`config.mk`:
```
export PLATFORM = sky130hd
export DESIGN_NAME = dircc_state_store
export DESIGN_NICKNAME = d
export VERILOG_FILES = /design/src/rtl/dircc_state_store.sv
export SDC_FILE = /design/constraint.sdc
export NUM_CORES = 1
export LEC_CHECK = 0
export ABC_AREA = 1
export BUFFER_PORTS_ARGS = -buffer_cell sky130_fd_sc_hd__buf_2
export CORE_MARGIN = 2
export CORE_UTILIZATION = 43
export CTS_CLUSTER_DIAMETER = 100
export DETAILED_ROUTE_END_ITERATION = 6
export GPL_ROUTABILITY_DRIVEN = 1
export GPL_TIMING_DRIVEN = 0
export PLACE_DENSITY = 0.64
export SLEW_MARGIN = 20
export SYNTH_ARGS = -nofsm -noshare
export SYNTH_HDL_FRONTEND = slang
export SYNTH_SLANG_ARGS = --single-unit
```
`constraint.sdc`:
```
create_clock -name clk -period 4.1 [get_ports clk]
set_input_delay 0.205 -clock clk [delete_from_list [all_inputs] [get_ports clk]]
set_output_delay 0.205 -clock clk [all_outputs]
set_load 0.02 [all_outputs]
```
`src/rtl/dircc_state_store.sv`:
```
// dircc_state_store: per-device state slot store with self-clearing start-up.
//
// Ports:
//   clk, reset            - single rising-edge clock, synchronous active-high reset
//   rd_req, rd_address    - read request and slot index
//   read_state, read_valid- read data, valid one cycle after an accepted request
//   write_address, write_state, write_state_valid - write-back port, no backpressure
//   init_done             - store has been cleared and accepts traffic
//   addr_error            - sticky: an access addressed a slot >= DEPTH
//   drop_error            - sticky: an access arrived while the store was clearing
//   write_count           - accepted in-range write counter (saturating)
//
// Optional feature: define DIRCC_STATE_STORE_WRITE_COUNT_EN to build the
// write counter; otherwise write_count is tied to zero.

package dircc_application_pkg;

    typedef struct packed {
        logic [7:0]  mode;
        logic [7:0]  flags;
        logic [15:0] payload;
    } device_state_t;

endpackage

module dircc_state_store
    import dircc_application_pkg::*;
#(
    parameter int unsigned ADDRESS_MEM_WIDTH = 32,
    parameter int unsigned DEPTH             = 16,
    parameter int unsigned DEVICE_ID         = 0
) (
    input  logic                         clk,
    input  logic                         reset,
    input  logic                         rd_req,
    input  logic [ADDRESS_MEM_WIDTH-1:0] rd_address,
    output device_state_t                read_state,
    output logic                         read_valid,
    input  logic [ADDRESS_MEM_WIDTH-1:0] write_address,
    input  device_state_t                write_state,
    input  logic                         write_state_valid,
    output logic                         init_done,
    output logic                         addr_error,
    output logic                         drop_error,
    output logic [15:0]                  write_count
);

    localparam int unsigned IDX_W = $clog2(DEPTH);
    localparam logic [ADDRESS_MEM_WIDTH:0] DEPTH_EXT = (ADDRESS_MEM_WIDTH + 1)'(DEPTH);
    localparam logic [IDX_W-1:0] LAST_IDX = IDX_W'(DEPTH - 1);

    typedef enum logic {
        CLEAR = 1'b0,
        READY = 1'b1
    } state_e;

    state_e           state_q, state_d;
    logic [IDX_W-1:0] clear_idx_q, clear_idx_d;

    device_state_t    mem [DEPTH];

    logic             rd_in_range_c, wr_in_range_c;
    logic [IDX_W-1:0] rd_idx_c, wr_idx_c;
    logic             rd_accept_c, wr_accept_c;
    logic             drop_c, addr_err_c;
    device_state_t    rd_data_c;

    // Range checks widen by one bit so DEPTH never overflows the address width.
    assign rd_in_range_c = {1'b0, rd_address} < DEPTH_EXT;
    assign wr_in_range_c = {1'b0, write_address} < DEPTH_EXT;
    assign rd_idx_c      = rd_address[IDX_W-1:0];
    assign wr_idx_c      = write_address[IDX_W-1:0];

    // State register.
    always_ff @(posedge clk) begin
        if (reset) begin
            state_q     <= CLEAR;
            clear_idx_q <= '0;
        end else begin
            state_q     <= state_d;
            clear_idx_q <= clear_idx_d;
        end
    end

    // Next-state and access qualification.
    always_comb begin
        state_d     = state_q;
        clear_idx_d = clear_idx_q;
        rd_accept_c = 1'b0;
        wr_accept_c = 1'b0;
        drop_c      = 1'b0;
        addr_err_c  = 1'b0;
        case (state_q)
            CLEAR: begin
                clear_idx_d = clear_idx_q + 1'b1;
                if (clear_idx_q == LAST_IDX) begin
                    state_d = READY;
                end
                drop_c = rd_req | write_state_valid;
            end
            READY: begin
                rd_accept_c = rd_req;
                wr_accept_c = write_state_valid & wr_in_range_c;
                addr_err_c  = (rd_req & ~rd_in_range_c)
                            | (write_state_valid & ~wr_in_range_c);
            end
            default: begin
                state_d = CLEAR;
            end
        endcase
    end

    // Read mux: out-of-range reads return zero, same-slot writes bypass the array.
    always_comb begin
        rd_data_c = '0;
        if (rd_in_range_c) begin
            if (wr_accept_c && (wr_idx_c == rd_idx_c)) begin
                rd_data_c = write_state;
            end else begin
                rd_data_c = mem[rd_idx_c];
            end
        end
    end

    // Storage array: zero-fill while clearing, write-back once ready.
    always_ff @(posedge clk) begin
        if (!reset) begin
            if (state_q == CLEAR) begin
                mem[clear_idx_q] <= '0;
            end else if (wr_accept_c) begin
                mem[wr_idx_c] <= write_state;
            end
        end
    end

    // Registered outputs and sticky flags.
    always_ff @(posedge clk) begin
        if (reset) begin
            read_state <= '0;
            read_valid <= 1'b0;
            init_done  <= 1'b0;
            addr_error <= 1'b0;
            drop_error <= 1'b0;
        end else begin
            read_valid <= rd_accept_c;
            init_done  <= (state_d == READY);
            if (rd_accept_c) begin
                read_state <= rd_data_c;
            end
            if (addr_err_c) begin
                addr_error <= 1'b1;
            end
            if (drop_c) begin
                drop_error <= 1'b1;
            end
        end
    end

`ifdef DIRCC_STATE_STORE_WRITE_COUNT_EN
    logic [15:0] write_count_q;

    // Saturating count of accepted in-range writes.
    always_ff @(posedge clk) begin
        if (reset) begin
            write_count_q <= '0;
        end else if (wr_accept_c && (write_count_q != 16'hFFFF)) begin
            write_count_q <= write_count_q + 16'd1;
        end
    end

    assign write_count = write_count_q;
`else
    assign write_count = '0;
`endif

endmodule

```
==> metrics.cfg, run 1 <==
[layout]
nets = 2403
syn2layout_area_growth_pct = 18.4
num_antenna_cells = 0
drive_above_1_share_pct = 16.3
n_fill_cell = 4588

[clocking]
cts.reportedPaths.clkPinSlew_ns = 0.06
post-cts-setup-buffer-count = 0
cts-htree-levels = 2
tritoncts = built
cts.sinks = 552
cts-root-buf = clkbuf_16
cts_made_buffers = 55
clock_path_buffers = 3
insertion_delay_ns = 0.62

[critical_path]
cpPeakStageDelay_ns = 0.52
path_delay_family = simple AND/OR/NAND/NOR gates
cp_common_cell = nand2_1
worstSetupEndpointType = flip-flop
path_buf_inv = 5
path_max_fanout = 14
path_cells = nand2_1 -> inv_2 -> nand3_2 -> buf_6 -> nand2_1 -> nand2_1 -> inv_2 -> nand2_1 -> nor2_4 -> buf_16 -> buf_16
cp-start-kind = flip-flop
arrival_ns = 3.31
critical_path_class = flip-flop to flip-flop
crit_required_ns = 4.41
cp_slowest_cell = nor2_4

[synth]
synthCells = 2062
syn-mean-instance-area_um2 = 11.2
synth.distinct_cells = 29
synth_flop_cell = edfxtp_1
syn_area_mm2 = 0.0230
synth_common_cells = nand2_1, edfxtp_1, nand3_1
synth_top_cell_by_area = edfxtp_1
synthTopCellsByArea = edfxtp_1, nand2_1, nand3_1
netlist.area_leader.share_pct = 66.8
synth.most_common_cell = nand2_1
synth_seq_cells = 552
synth_edf_count = 512
ys_seq_area_share_pct = 70.3
async_reset_ff_share_pct = 0
yosys_warnings = 0

[sta]
timing.hold.ws_ns = 0.0304
rsz0062_at_grt = no
period_share_pct = 73.1
hold_viol_final = 0
setup_slack_ns = 1.10
setup_viol = 0
drv_slew = 0
fin_skew_ns = 0.0212
worstMarginPinSlew_ns = 1.20
relSlewSlack_pct = 20.2
fmax_mhz = 333
fin_crit_ns = 3.00

[floorplan]
ios = 152
dieArea_mm2 = 0.0554
coreArea_mm2 = 0.0528
die_x_um = 235
start_util_pct = 43.6
die_h_um = 235
row_count = 84

[routing]
vias = 17400
first_pass_iters = 5
antenna_left = 0
drt_wl_total_um = 75400
drt_iter0_drc = 2367
wire_per_inst_um = 24.9
remaining_drc_errors = 0
drt-vias-per-instance = 5.74

[global_route]
grt_pass1_vias = 16500
antenna_found_initial = 0
gr-usage-all-layers_pct = 26.9
grt_pass1_wl_um = 109000
grt_max_degree = 21
overflow = 0

[placed_design]
gp_congestion = 0.857
port_buffers = 131
dp_hpwl_um = 50300
dp_slack_ns = 1.20

[power]
power_density_mw_per_mm2 = 433
peakVddDrop_mv = 0.305
power.leakage_nw = 10.7
design_power_total_mw = 11.8

[flow_run]
cap_violations = 0

[min_path]
hp-class = input pin to flip-flop

[run_status]
status = complete, no violations

==> kinds of logic after synthesis <==
logic type      after synthesis  synth area share, %
compound gates               49                 1.09
other cells                   1               0.0163
simple gates               1258                 23.8
fa+ha+maj                     1               0.0543
xor+xnor                      2               0.0761
flops                       552                 70.3
buf+inv                     199                 4.70
==> through the flow <==
step / utilization, % / cells / area [um2] / TNS (ns)
finish: 51.7 / 3032 / 27300 / 0
CTS: 51.6 / 3032 / 27200 / 0
global route: 51.7 / 3032 / 27300 / 0
detailed placement: 48.3 / 2926 / 25500 / 0
global placement: 46.6 / 2896 / 24600 / -443.29
floorplan: - / 2077 / 23100 / 0
==> final cells by class <==
type | instances | area, um2 | share of cell area, %
multi-input cells | 1326 | 5950 | 21.8
inverters | 51 | 194 | 0.711
well taps | 688 | 861 | 3.16
plain buffers | 148 | 888 | 3.26
flip-flops and latches | 552 | 16200 | 59.3
repair buffers | 168 | 1490 | 5.45
clock buffers | 76 | 1520 | 5.57
clock inverters | 23 | 181 | 0.666
==> routing by layer <==
layer / GRT usage [%] / up-vias / routed length (um)
met5: 0 / - / 0
met4: 13.6 / 0 / 4190
met3: 5.38 / 224 / 7870
met2: 42.4 / 1069 / 34700
met1: 35.5 / 8456 / 28600
li1: - / 7661 / -
==> path summary, 6_finish.rpt <==
path | from | end | slack (ns) | depth (start not counted)
worst min register to register | read_state[7] | read_state[7] | 0.46 | 2
worst min-delay path | write_state[6] | read_state[6] | 0.03 | 5
worst max-delay path | init_done | mem[13][22] | 1.10 | 11
worst max register to register | init_done | mem[13][22] | 1.10 | 11
==> worst reg2reg max path, stage by stage (launching register included) <==
cell and delay [ns]:
dfxtp_1 0.43, nand2_1 0.12, inv_2 0.29, nand3_2 0.15, buf_6 0.20, nand2_1 0.07, nand2_1 0.12, inv_2 0.12
nand2_1 0.26, nor2_4 0.52, buf_16 0.22, buf_16 0.18
==> what timing repair did <==
action                                 in CTS  in global routing
setup endpoints to repair                   0                  0
hold buffers                                7                  0
endpoints found under the hold margin       6                  0
resized for setup                           0                  0
==> registers in the layout (all words and copies together) (netlist names) <==
name,count
drop_error,1
init_done,1
read_state,32
addr_error,1
read_valid,1
clear_idx_q,4
mem,512
==> power breakdown <==
group          total [mW]  switching, mW  internal [mW]
logic               0.806          0.566          0.239
registers            6.14         0.0128           6.12
clock network        4.87           2.11           2.75
total                11.8           2.69           9.12
==> layout by cell type, fill, tap and decap left out, drive strengths merged, types with 2 or more instances in the layout <==
cell	count
clkinvlp	2
buf	283
clkbuf	102
nand3	478
nand4	37
dlygate4sd3	7
conb	16
dfxtp	40
nor2	93
a21oi	37
nand2	647
xnor2	2
edfxtp	512
inv	51
o21ai	11
bufinv	3
clkinv	18
Power figures use the tool's default switching activity.
==> run 2: changes to the inputs <==
--- a/config.mk
+++ b/config.mk
@@ -5,7 +5,7 @@
 export SDC_FILE = /design/constraint.sdc
 export NUM_CORES = 1
 export LEC_CHECK = 0
-export ABC_AREA = 1
+export ABC_AREA = 0
 export BUFFER_PORTS_ARGS = -buffer_cell sky130_fd_sc_hd__buf_2
 export CORE_MARGIN = 2
 export CORE_UTILIZATION = 43
==> constraint.sdc (replaced) <==
create_clock -name clk -period 3 [get_ports clk]
set_input_delay 0.15 -clock clk [delete_from_list [all_inputs] [get_ports clk]]
set_output_delay 0.15 -clock clk [all_outputs]
set_load 0.02 [all_outputs]
==> run 2 against run 1 <==
Register-to-register slack lost 1.0 ns. Critical endpoint is now mem[14][4]. Maximum frequency grew 3.5%. Worst hold slack gained 0.065 ns. Total power grew 33%. Clock skew shrank 0.0092 ns. Cell area shrank 3.7%. Combinational power shrank 13%. Highest routed layer unchanged. Non-clock buffer count shrank 33.
==> metrics.cfg, run 2 <==
[run_status]
status = complete, no violations

[floorplan]
row_count = 81  ; -3.6%
die_h_um = 228  ; -3.3%
die_x_um = 228  ; -3.3%
dieArea_mm2 = 0.0518  ; -6.4%
coreArea_mm2 = 0.0492  ; -6.8%
ios = 152  ; unchanged
start_util_pct = 43.8  ; +0.14 points

[critical_path]
r2r_slack_ns = 0.10  ; -1.00 ns
critical_path_class = flip-flop to flip-flop
crit_required_ns = 3.30  ; -1.11 ns
reg2reg_from = init_done
worstReg2RegEnd = mem[14][4]
worstSetupEndpointType = flip-flop
r2r_cells = 5  ; -6
path_max_fanout = 15  ; +1
cp-start-kind = flip-flop
arrival_ns = 3.20  ; -0.11 ns

[synth]
synthCells = 1089  ; -47%
synth_top_cell_by_area = edfxtp_1
ys_seq_area_share_pct = 75.2  ; +4.9 points
synth_seq_cells = 552  ; unchanged
synth_edf_count = 512  ; unchanged
async_reset_ff_share_pct = 0  ; unchanged
synth.most_common_cell = edfxtp_1
netlist.area_leader.share_pct = 71.5  ; +4.7 points
synth_common_cells = edfxtp_1, mux4_2, nand2_1
syn-mean-instance-area_um2 = 19.8  ; +77%
synth.distinct_cells = 36  ; +24%
synth_flop_cell = edfxtp_1
yosys_warnings = 0  ; unchanged
synthTopCellsByArea = edfxtp_1, mux4_2, dfxtp_1
syn_area_mm2 = 0.0215  ; -6.5%

[min_path]
hp-class = input pin to flip-flop
holdCritStartpoint = write_state[23]
hold_depth = 3  ; -2
worst_hold_path.endpoint = read_state[23]

[clocking]
insertion_delay_ns = 0.61  ; about the same
tritoncts = built
cts_made_buffers = 54  ; -1.8%
clock_path_buffers = 3  ; unchanged
cts.sinks = 552  ; unchanged
cts-root-buf = clkbuf_16
cts-htree-levels = 2  ; unchanged
cts.reportedPaths.clkPinSlew_ns = 0.06  ; about the same

[power]
design_power_total_mw = 15.7  ; +33%
power_density_mw_per_mm2 = 597  ; +38%
swShare_pct = 20.8  ; -2.0 points
p_comb_share_pct = 4.5  ; -2.3 points
p_int_mw = 12.4  ; +36%
p_seq_share_pct = 53.4  ; +1.4 points
p_switching_mw = 3.25  ; +21%
pwr-share-clk_pct = 42.1  ; +0.9 points
power.leakage_nw = 9.20  ; -14%
peakVddDrop_mv = 0.447  ; +47%

[sta]
relSlewSlack_pct = 30.3  ; +10 points
setup_viol = 0  ; unchanged
fin_crit_ns = 2.90  ; -0.102 ns
worstMarginPinSlew_ns = 1.05  ; -0.152 ns
hold_viol_final = 0  ; unchanged
fin_skew_ns = 0.0120  ; -0.00919 ns
period_share_pct = 96.6  ; +23 points
timing.hold.ws_ns = 0.0958  ; +0.0654 ns
final.setup.tns_ns = 0  ; unchanged
fmax_mhz = 345  ; +3.5%
rsz0062_at_grt = no
drv_slew = 0  ; unchanged

[global_route]
gr-usage-all-layers_pct = 20.3  ; -6.6 points
overflow = 0  ; unchanged
grt_pass1_vias = 11900  ; -28%
grt_max_degree = 17  ; -19%
grt_pass1_wl_um = 77100  ; -29%
antenna_found_initial = 0  ; unchanged

[routing]
first_pass_iters = 5  ; unchanged
vias = 11600  ; -33%
wire_per_inst_um = 25.4  ; +2.0%
remaining_drc_errors = 0  ; unchanged
drt_wl_total_um = 52600  ; -30%
drt_iter0_drc = 1211  ; -49%
drt-vias-per-instance = 5.59  ; -2.7%
antenna_left = 0  ; unchanged

[layout]
top_register = mem
syn2layout_area_growth_pct = 22.0
drive_above_1_share_pct = 31.1  ; +15 points
layout_commonest_cell = edfxtp_1
regArea_mm2 = 0.0162  ; unchanged
reg_top3 = mem: 512 flops, read_state: 32 flops, clear_idx_q: 4 flops
largest_reg_flops = 512  ; unchanged
utilization_pct = 53.4  ; +1.7 points
num_antenna_cells = 0  ; unchanged
n_fill_cell = 3771  ; -18%
nets = 1467  ; -39%
multi_input_area_mm2 = 0.00520  ; -13%
layout_common_cells = edfxtp_1, buf_2, mux4_2

[placed_design]
port_buffers = 134  ; +2.3%
dp_hpwl_um = 34300  ; -32%
gp_congestion = 0.845  ; -1.4%

[flow_run]
cap_violations = 0  ; unchanged

[run 2: cell types whose count changed after synthesis, moves of 17 or more]
cell | previous run | this run
inv_1 | 42 | 2
nand2_1 | 641 | 80
clkbuf_1 | 26 | 43
nor2_1 | 90 | 14
mux4_2 | 0 | 128
mux2i_1 | 0 | 33
buf_2 | 53 | 13
nand4_1 | 37 | 2
a21oi_1 | 37 | 18
o21ai_1 | 0 | 35
a22oi_1 | 0 | 64
and2_1 | 0 | 33
nand3_1 | 475 | 6
[run 2: cell type report]
type / count / share of cell area [%]
sequential: 552 / 61.6
multi-input combinational: 473 / 19.8
timing repair buffer: 206 / 7.27
clock buffer: 76 / 5.77
tap: 664 / 3.17
buffer: 77 / 1.49
clock inverter: 23 / 0.820
inverter: 2 / 0.0286
[run 2: critical path, stage by stage, from the launching register on]
cell	delay [ns]
dfxtp_1	0.38
clkbuf_1	0.30
nor3_1	0.71
a21oi_1	0.38
a21oi_4	0.55
buf_16	0.25
[run 2: stage by stage]
| stage | cells | setup WS [ns] | cell area [um2] |
|---|---|---|---|
| floorplan | 1104 | -0.381 | 21600 |
| global placement | 1902 | -3.04 | 23100 |
| detailed placement | 1934 | -0.698 | 24100 |
| CTS | 2070 | 0.0914 | 26200 |
| global route | 2073 | 0.0331 | 26200 |
| finish | 2073 | 0.103 | 26200 |
[run 2: cell families (layout without fill, tap and decap cells)]
| kind of cell | after synthesis | after routing | synth area share [%] |
|---|---|---|---|
| AOI/OAI and AO/OA | 121 | 121 | 3.57 |
| and+or+nand+nor | 167 | 167 | 4.11 |
| adders and majority gates | 1 | 1 | 0.0581 |
| xor gates and xnor gates | 7 | 7 | 0.285 |
| other | 1 | 16 | 0.0174 |
| muxes | 161 | 161 | 14.9 |
| DFF | 552 | 552 | 75.2 |
| buffers and inverters | 79 | 384 | 1.85 |
[run 2: worst max path at each step]
stage | start | endpoint | slack, ns | cells past startpoint
detailed placement | write_address[28] | mem[1][8] | -0.70 | 8
CTS | init_done | mem[3][11] | 0.09 | 6
global route | init_done | mem[13][29] | 0.03 | 5
finish | init_done | mem[14][4] | 0.10 | 5
global placement | write_address[28] | mem[1][8] | -3.04 | 6
floorplan | init_done | mem[3][0] | -0.38 | 4
[run 2: timing repair]
item / in CTS / in global routing
setup buffers: 3 / 2
endpoints found under the setup margin: 382 / 26
pin swaps: 2 / 0
hold endpoints to repair: 33 / 1
hold buffers: 34 / 1
resized for setup: 3 / 0
[run 2: routing by layer]
layer | wire, um | GRT usage (%) | up-vias | share of wire [%]
li1 | - | - | 4977 | -
met1 | 21600 | 26.8 | 6010 | 41
met2 | 25100 | 32.8 | 505 | 48
met3 | 4450 | 5.93 | 94 | 8.5
met4 | 1390 | 6.21 | 0 | 2.7
met5 | 0 | 0 | - | 0
[run 2: power by group through the flow]
stage | Combinational, mW | Clock, mW | Sequential, mW
2_1_floorplan | 0.358 | 0 | 8.52
3_3_place_gp | 0.609 | 0 | 8.53
3_5_place_dp | 0.668 | 0 | 8.52
4_1_cts | 0.706 | 6.69 | 8.36
5_1_grt | 0.750 | 7.01 | 8.36
6_report | 0.705 | 6.60 | 8.36
